## src/rtl/line_draw_sequencer.sv

```systemverilog
// Frame sequencer for the draw_lines engine: buffers segments in a FIFO, clears the frame buffer
// on each frame request, then issues segments one at a time. Optional macro LINE_SEQ_CLIP_EN clamps coordinates to the screen.
module line_draw_sequencer #(
  parameter int P_X_COORD_W  = 11,
  parameter int P_Y_COORD_W  = 11,
  parameter int P_SCREEN_W   = 640,
  parameter int P_SCREEN_H   = 480,
  parameter int P_LOG2_DEPTH = 4
) (
  input  logic                    i_clk,
  input  logic                    i_reset_n,
  input  logic                    i_seg_valid,
  output logic                    o_seg_ready,
  input  logic [P_X_COORD_W-1:0]  i_seg_x0,
  input  logic [P_X_COORD_W-1:0]  i_seg_x1,
  input  logic [P_Y_COORD_W-1:0]  i_seg_y0,
  input  logic [P_Y_COORD_W-1:0]  i_seg_y1,
  input  logic                    i_frame_start,
  output logic                    o_busy,
  output logic                    o_frame_done,
  output logic [P_LOG2_DEPTH:0]   o_seg_count,
  output logic [P_X_COORD_W-1:0]  o_x0,
  output logic [P_X_COORD_W-1:0]  o_x1,
  output logic [P_Y_COORD_W-1:0]  o_y0,
  output logic [P_Y_COORD_W-1:0]  o_y1,
  output logic                    o_draw_start,
  output logic                    o_clear_buffer,
  input  logic                    i_engine_waiting
);

  localparam int DEPTH = 1 << P_LOG2_DEPTH;
  localparam int SEG_W = 2 * P_X_COORD_W + 2 * P_Y_COORD_W;
  localparam logic [P_LOG2_DEPTH:0] FULL_CNT = (P_LOG2_DEPTH+1)'(DEPTH);
  localparam logic [P_X_COORD_W-1:0] X_MAX = P_X_COORD_W'(P_SCREEN_W - 1);
  localparam logic [P_Y_COORD_W-1:0] Y_MAX = P_Y_COORD_W'(P_SCREEN_H - 1);
`ifdef LINE_SEQ_CLIP_EN
  localparam logic CLIP_EN = 1'b1;
`else
  localparam logic CLIP_EN = 1'b0;
`endif

  typedef enum logic [2:0] {
    S_IDLE       = 3'd0,
    S_CLEAR      = 3'd1,
    S_CLEAR_WAIT = 3'd2,
    S_LOAD       = 3'd3,
    S_ISSUE      = 3'd4,
    S_GUARD      = 3'd5,
    S_DRAW_WAIT  = 3'd6,
    S_DONE       = 3'd7
  } state_t;

  state_t state_r;
  state_t state_next_s;

  logic [SEG_W-1:0]        fifo_mem_r [DEPTH];
  logic [P_LOG2_DEPTH-1:0] wr_ptr_r;
  logic [P_LOG2_DEPTH-1:0] rd_ptr_r;
  logic [P_LOG2_DEPTH:0]   fifo_cnt_r;
  logic [P_LOG2_DEPTH:0]   fifo_cnt_next_s;
  logic                    seg_ready_r;
  logic                    push_s;
  logic                    pop_s;
  logic                    empty_s;
  logic                    pending_r;
  logic                    guard_done_r;
  logic [SEG_W-1:0]        head_s;
  logic [P_X_COORD_W-1:0]  head_x0_s;
  logic [P_X_COORD_W-1:0]  head_x1_s;
  logic [P_Y_COORD_W-1:0]  head_y0_s;
  logic [P_Y_COORD_W-1:0]  head_y1_s;

  logic                    busy_r;
  logic                    frame_done_r;
  logic                    draw_start_r;
  logic                    clear_buffer_r;
  logic [P_LOG2_DEPTH:0]   seg_count_r;
  logic [P_X_COORD_W-1:0]  x0_r;
  logic [P_X_COORD_W-1:0]  x1_r;
  logic [P_Y_COORD_W-1:0]  y0_r;
  logic [P_Y_COORD_W-1:0]  y1_r;
  logic                    busy_next_s;
  logic                    frame_done_next_s;
  logic                    draw_start_next_s;
  logic                    clear_buffer_next_s;

  function automatic logic [P_X_COORD_W-1:0] clip_x(input logic [P_X_COORD_W-1:0] v);
    if (CLIP_EN && (v > X_MAX)) begin
      return X_MAX;
    end else begin
      return v;
    end
  endfunction

  function automatic logic [P_Y_COORD_W-1:0] clip_y(input logic [P_Y_COORD_W-1:0] v);
    if (CLIP_EN && (v > Y_MAX)) begin
      return Y_MAX;
    end else begin
      return v;
    end
  endfunction

  assign empty_s = (fifo_cnt_r == (P_LOG2_DEPTH+1)'(0));
  assign push_s  = i_seg_valid && seg_ready_r;
  assign pop_s   = (state_r == S_LOAD) && !empty_s;
  assign head_s  = fifo_mem_r[rd_ptr_r];
  assign {head_x0_s, head_y0_s, head_x1_s, head_y1_s} = head_s;

  // FIFO occupancy after this cycle's push/pop
  always_comb begin
    fifo_cnt_next_s = fifo_cnt_r;
    case ({push_s, pop_s})
      2'b10:   fifo_cnt_next_s = fifo_cnt_r + (P_LOG2_DEPTH+1)'(1);
      2'b01:   fifo_cnt_next_s = fifo_cnt_r - (P_LOG2_DEPTH+1)'(1);
      default: fifo_cnt_next_s = fifo_cnt_r;
    endcase
  end

  // FIFO pointers, occupancy and ready flag
  always_ff @(posedge i_clk) begin
    if (!i_reset_n) begin
      wr_ptr_r    <= '0;
      rd_ptr_r    <= '0;
      fifo_cnt_r  <= '0;
      seg_ready_r <= 1'b1;
    end else begin
      if (push_s) wr_ptr_r <= wr_ptr_r + P_LOG2_DEPTH'(1);
      if (pop_s)  rd_ptr_r <= rd_ptr_r + P_LOG2_DEPTH'(1);
      fifo_cnt_r  <= fifo_cnt_next_s;
      seg_ready_r <= (fifo_cnt_next_s != FULL_CNT);
    end
  end

  // FIFO storage; contents are don't-care until written
  always_ff @(posedge i_clk) begin
    if (push_s) fifo_mem_r[wr_ptr_r] <= {i_seg_x0, i_seg_y0, i_seg_x1, i_seg_y1};
  end

  // State register, collapsed frame request and clear-wait guard cycle
  always_ff @(posedge i_clk) begin
    if (!i_reset_n) begin
      state_r      <= S_IDLE;
      pending_r    <= 1'b0;
      guard_done_r <= 1'b0;
    end else begin
      state_r      <= state_next_s;
      guard_done_r <= (state_r == S_CLEAR_WAIT);
      if ((state_r == S_IDLE) && (state_next_s == S_CLEAR)) begin
        pending_r <= 1'b0;
      end else if (i_frame_start && (state_r != S_IDLE)) begin
        pending_r <= 1'b1;
      end
    end
  end

  // Next-state logic
  always_comb begin
    state_next_s = state_r;
    case (state_r)
      S_IDLE: begin
        if (i_frame_start || pending_r) state_next_s = S_CLEAR;
        else                            state_next_s = S_IDLE;
      end
      S_CLEAR:      state_next_s = S_CLEAR_WAIT;
      S_CLEAR_WAIT: begin
        if (guard_done_r && i_engine_waiting) state_next_s = S_LOAD;
        else                                  state_next_s = S_CLEAR_WAIT;
      end
      S_LOAD: begin
        if (empty_s) state_next_s = S_DONE;
        else         state_next_s = S_ISSUE;
      end
      S_ISSUE:      state_next_s = S_GUARD;
      S_GUARD:      state_next_s = S_DRAW_WAIT;
      S_DRAW_WAIT: begin
        if (i_engine_waiting) state_next_s = S_LOAD;
        else                  state_next_s = S_DRAW_WAIT;
      end
      S_DONE:       state_next_s = S_IDLE;
      default:      state_next_s = S_IDLE;
    endcase
  end

  // Output decode from the next state so every output comes straight from a flop
  always_comb begin
    busy_next_s         = 1'b0;
    frame_done_next_s   = 1'b0;
    draw_start_next_s   = 1'b0;
    clear_buffer_next_s = 1'b0;
    case (state_next_s)
      S_IDLE:  busy_next_s = 1'b0;
      S_CLEAR: begin
        busy_next_s         = 1'b1;
        clear_buffer_next_s = 1'b1;
      end
      S_ISSUE: begin
        busy_next_s       = 1'b1;
        draw_start_next_s = 1'b1;
      end
      S_DONE: begin
        busy_next_s       = 1'b1;
        frame_done_next_s = 1'b1;
      end
      default: busy_next_s = 1'b1;
    endcase
  end

  // Output registers; coordinates load only on a pop
  always_ff @(posedge i_clk) begin
    if (!i_reset_n) begin
      busy_r         <= 1'b0;
      frame_done_r   <= 1'b0;
      draw_start_r   <= 1'b0;
      clear_buffer_r <= 1'b0;
      seg_count_r    <= '0;
      x0_r           <= '0;
      x1_r           <= '0;
      y0_r           <= '0;
      y1_r           <= '0;
    end else begin
      busy_r         <= busy_next_s;
      frame_done_r   <= frame_done_next_s;
      draw_start_r   <= draw_start_next_s;
      clear_buffer_r <= clear_buffer_next_s;
      if (state_next_s == S_CLEAR) begin
        seg_count_r <= '0;
      end else if (state_next_s == S_ISSUE) begin
        seg_count_r <= seg_count_r + (P_LOG2_DEPTH+1)'(1);
      end
      if (pop_s) begin
        x0_r <= clip_x(head_x0_s);
        x1_r <= clip_x(head_x1_s);
        y0_r <= clip_y(head_y0_s);
        y1_r <= clip_y(head_y1_s);
      end
    end
  end

  assign o_seg_ready    = seg_ready_r;
  assign o_busy         = busy_r;
  assign o_frame_done   = frame_done_r;
  assign o_draw_start   = draw_start_r;
  assign o_clear_buffer = clear_buffer_r;
  assign o_seg_count    = seg_count_r;
  assign o_x0           = x0_r;
  assign o_x1           = x1_r;
  assign o_y0           = y0_r;
  assign o_y1           = y1_r;

endmodule

```

## config.mk

```make
export PLATFORM = sky130hd
export DESIGN_NAME = line_draw_sequencer
export DESIGN_NICKNAME = d
export VERILOG_FILES = /design/src/rtl/line_draw_sequencer.sv
export SDC_FILE = /design/constraint.sdc
export NUM_CORES = 1
export LEC_CHECK = 0
export CAP_MARGIN = 10
export CORE_MARGIN = 8
export CORE_UTILIZATION = 55
export CTS_BUF_LIST = sky130_fd_sc_hd__clkbuf_8
export DETAILED_ROUTE_END_ITERATION = 6
export GPL_TIMING_DRIVEN = 0
export PLACE_DENSITY = 0.73
export SLEW_MARGIN = 5
export SYNTH_ARGS = -nofsm -noshare
export SYNTH_HDL_FRONTEND = slang
export SYNTH_SLANG_ARGS = --single-unit
```

## constraint.sdc

```tcl
create_clock -name i_clk -period 5.55 [get_ports i_clk]
set_input_delay 1.11 -clock i_clk [delete_from_list [all_inputs] [get_ports i_clk]]
set_output_delay 1.11 -clock i_clk [all_outputs]
set_load 0.02 [all_outputs]
```

==> flow_summary.yaml <==
die:
  initial_core_util_pct: 55.7
  die_w_um: 247
  core_area_um2: 52600
  io_pins: 103
  die_h_um: 247
  die_area_um2: 60900
  core.rowCount: 84
yosys:
  synth_seq_cells: 776
  synth_ff_type: "edfxtp_1"
  yosys.area.top_type_share_pct: 72.2
  syn_area_um2: 29300
  synth_edf_count: 704
  synth_compound_area_share_pct: 4.81
  synthAdderAreaFrac_pct: 0.342
  yosysWarnings: 0
  syn-mean-instance-area_um2: 21.6
  synth_top_family_by_area: "multiplexers"
  synth_area_leaders: "edfxtp_1 (72%), mux4_2 (14%), dfxtp_1 (4.9%), a221oi_2 (1.5%), a22o_1 (1.3%)"
  async_flop_share_pct: 0
  muxShareOfSynthArea_pct: 13.6
  synthXorXnorAreaFrac_pct: 0.479
  synthSimpleGateAreaFrac_pct: 2.04
  synth_top_cell_by_area: "edfxtp_1"
  synth_cell_types: 46
  synthCells: 1356
  syn_nets: 1413
  ys_seq_area_share_pct: 77.2
detailed_routing:
  routed_via_density: 6.15
  wl_met1_um: 25900
  met2RoutedLength_um: 32700
  vias: 14900
  top_layer: "met5"
  drt_pre_antenna_iters: 7
  wire_per_inst_um: 27.3
  drt_first_iter_violations: 1311
  drt-total-wl_um: 65900
  met3_length_um: 5800
  drcViolationCount: 1
  ant_nets: 0
critical_path:
  path_delay_family: "compound AO/OA/AOI/OAI gates"
  crit_chain: "buf_2 -> nand3b_4 -> a21oi_2 -> clkbuf_1 -> ha_1 -> a21oi_1 -> o22ai_1 -> a22oi_1 -> o311ai_2 -> xor2_1 -> nand4_1"
  path_max_fanout: 10
  crit_arrival_ps: 4010
  cp-start-kind: "register"
  worstSetupPathType: "register to register"
  critPathBufInv: 2
  crit_required_ps: 6090
  crit_slowest_cell: "a21oi_2"
  cp_slowest_stage_delay_ps: 630
  cp-end-kind: "register"
clocking:
  clock_path_buffers: 3
  cts_buffers: 116
  cts.sinks: 776
  clock-root-buffer: "clkbuf_8"
  postCtsSetupBuffers: 0
  clk_latency_ps: 690
  cts_resized: 0
  clk_pin_slew_ps: 60
  h-tree-depth: 3
  tritoncts: "built"
  hold_buffers: 0
pwr:
  powerDensity_nw_per_um2: 331
  leakage_nw: 10.9
  peakVddDrop_mv: 0.174
cells_and_area:
  layout-area-overhead-vs-synth_pct: 17.2
  layout_commonest_cell: "edfxtp_1"
  multi_input_area_um2: 6350
  design_area_um2: 34300
  layout_common_cells: "edfxtp_1 (704), mux4_2 (176), clkbuf_8 (140)"
  drive_gt1_share_pct: 27.4
  nFillCells: 3428
  nets: 1677
  regArea_um2: 22600
sta:
  slew_headroom_pct: 27.4
  setup_viol: 0
  finalHoldViolCount: 0
  tightest_slew_ps: 1090
  slew_violations: 0
  fin_worst_skew_ps: 28.0
  rsz0062_at_grt: "false"
  post-route-min-period_ps: 3470
  period_share_pct: 62.6
  finalSetupTns_ps: 0
  max_freq_mhz: 288
global_routing:
  grt_pass1_vias: 15500
  antenna_found_initial: 6
  grt_pass1_wl_um: 98300
  grt_max_degree: 24
  grtUsageTotal_pct: 21.9
  grt_overflow: 0
min_path:
  hp-class: "register to register"
status:
  run_status: "complete, but fails checks"
  failed_checks: "DRC"
run:
  drv_cap: 0
place:
  globalplace.congestion: 0.756
  place_hpwl_um: 41500
  port_buffers: 101
  placed_cell_area_um2: 32000
-- metrics by stage --
stage	std cells	hold WS (ps)	setup slack [ps]	utilization (%)	power, mW
final	2415	472	2080	65.3	11.4
after global routing	2411	486	1930	65.2	11.7
after floorplan	1356	482	386	-	6.79
after CTS	2410	472	2090	65.2	11.4
after detailed placement	2190	461	1570	60.8	7.00
after global placement	2145	463	-3720	59.3	6.97
-- sequential cells by signal, summed over array words and instances, names as in the netlist, 5 cells and up --
name,count
fifo_mem_r,704
o_x0,11
o_x1,11
o_y0,11
o_y1,11
fifo_cnt_r,5
o_seg_count,5
-- layout make-up --
class                   instances  share of cell area [%]
flip-flops and latches        776                    65.8
multi-input cells             489                    18.5
clock buffers                 140                    5.62
repair buffers                146                    5.04
well taps                     688                    2.51
plain buffers                  83                    1.22
clock inverters                80                    1.13
inverters                       8                  0.0876
diodes                          5                  0.0365
-- worst min-delay path: cells and delay by family, from the launching register on --
family | cells | cell delay (ps)
AOI/OAI and AO/OA | 1 | 60
DFF | 1 | 310
and+or+nand+nor | 1 | 50
-- path summary, 6_finish.rpt --
| kind | startpoint | to | slack [ps] | depth (start not counted) |
|---|---|---|---|---|
| worst min register to register | o_y0[0]$_SDFFE_PN0P_ | o_y0[0]$_SDFFE_PN0P_ | 470 | 2 |
| worst max-delay path | state_r[0]$_SDFF_PN0_ | o_seg_ready$_SDFF_PN1_ | 2080 | 11 |
| worst min-delay path | o_y0[0]$_SDFFE_PN0P_ | o_y0[0]$_SDFFE_PN0P_ | 470 | 2 |
| worst max register to register | state_r[0]$_SDFF_PN0_ | o_seg_ready$_SDFF_PN1_ | 2080 | 11 |
-- synth_stat cells, drive strengths merged, types with 2 or more instances --
master	n
a211oi	2
a21oi	6
a221oi	44
a22o	44
and2	3
buf	48
clkbuf	35
dfxtp	72
edfxtp	704
ha	8
inv	8
mux2i	3
mux4	176
nand2	61
nand2b	2
nand3	2
nand3b	3
nand4	5
nor2	36
nor2b	2
nor3	8
o21ai	8
o22ai	45
or3	3
xnor2	3
xor2	13
-- logic make-up after synthesis --
group,count (synthesis)
XOR/XNOR,16
multiplexers,179
buffers and inverters,91
flip-flops,776
adder cells (fa/ha/maj),8
AND/OR/NAND/NOR,130
AO/OA/AOI/OAI,156
-- where the power goes --
group          switching (mW)  internal [mW]  total (mW)
clock network            2.11           2.38        4.48
registers              0.0216           6.45        6.47
logic                   0.241          0.163       0.403
-- metal layers --
| layer | global-route usage, % | up-vias |
|---|---|---|
| li1 | - | 6269 |
| met2 | 35.5 | 722 |
| met1 | 29.2 | 7763 |
| met4 | 7.14 | 2 |
| met5 | 0 | - |
| met3 | 5.43 | 102 |
(Power assumes the default switching activity.)
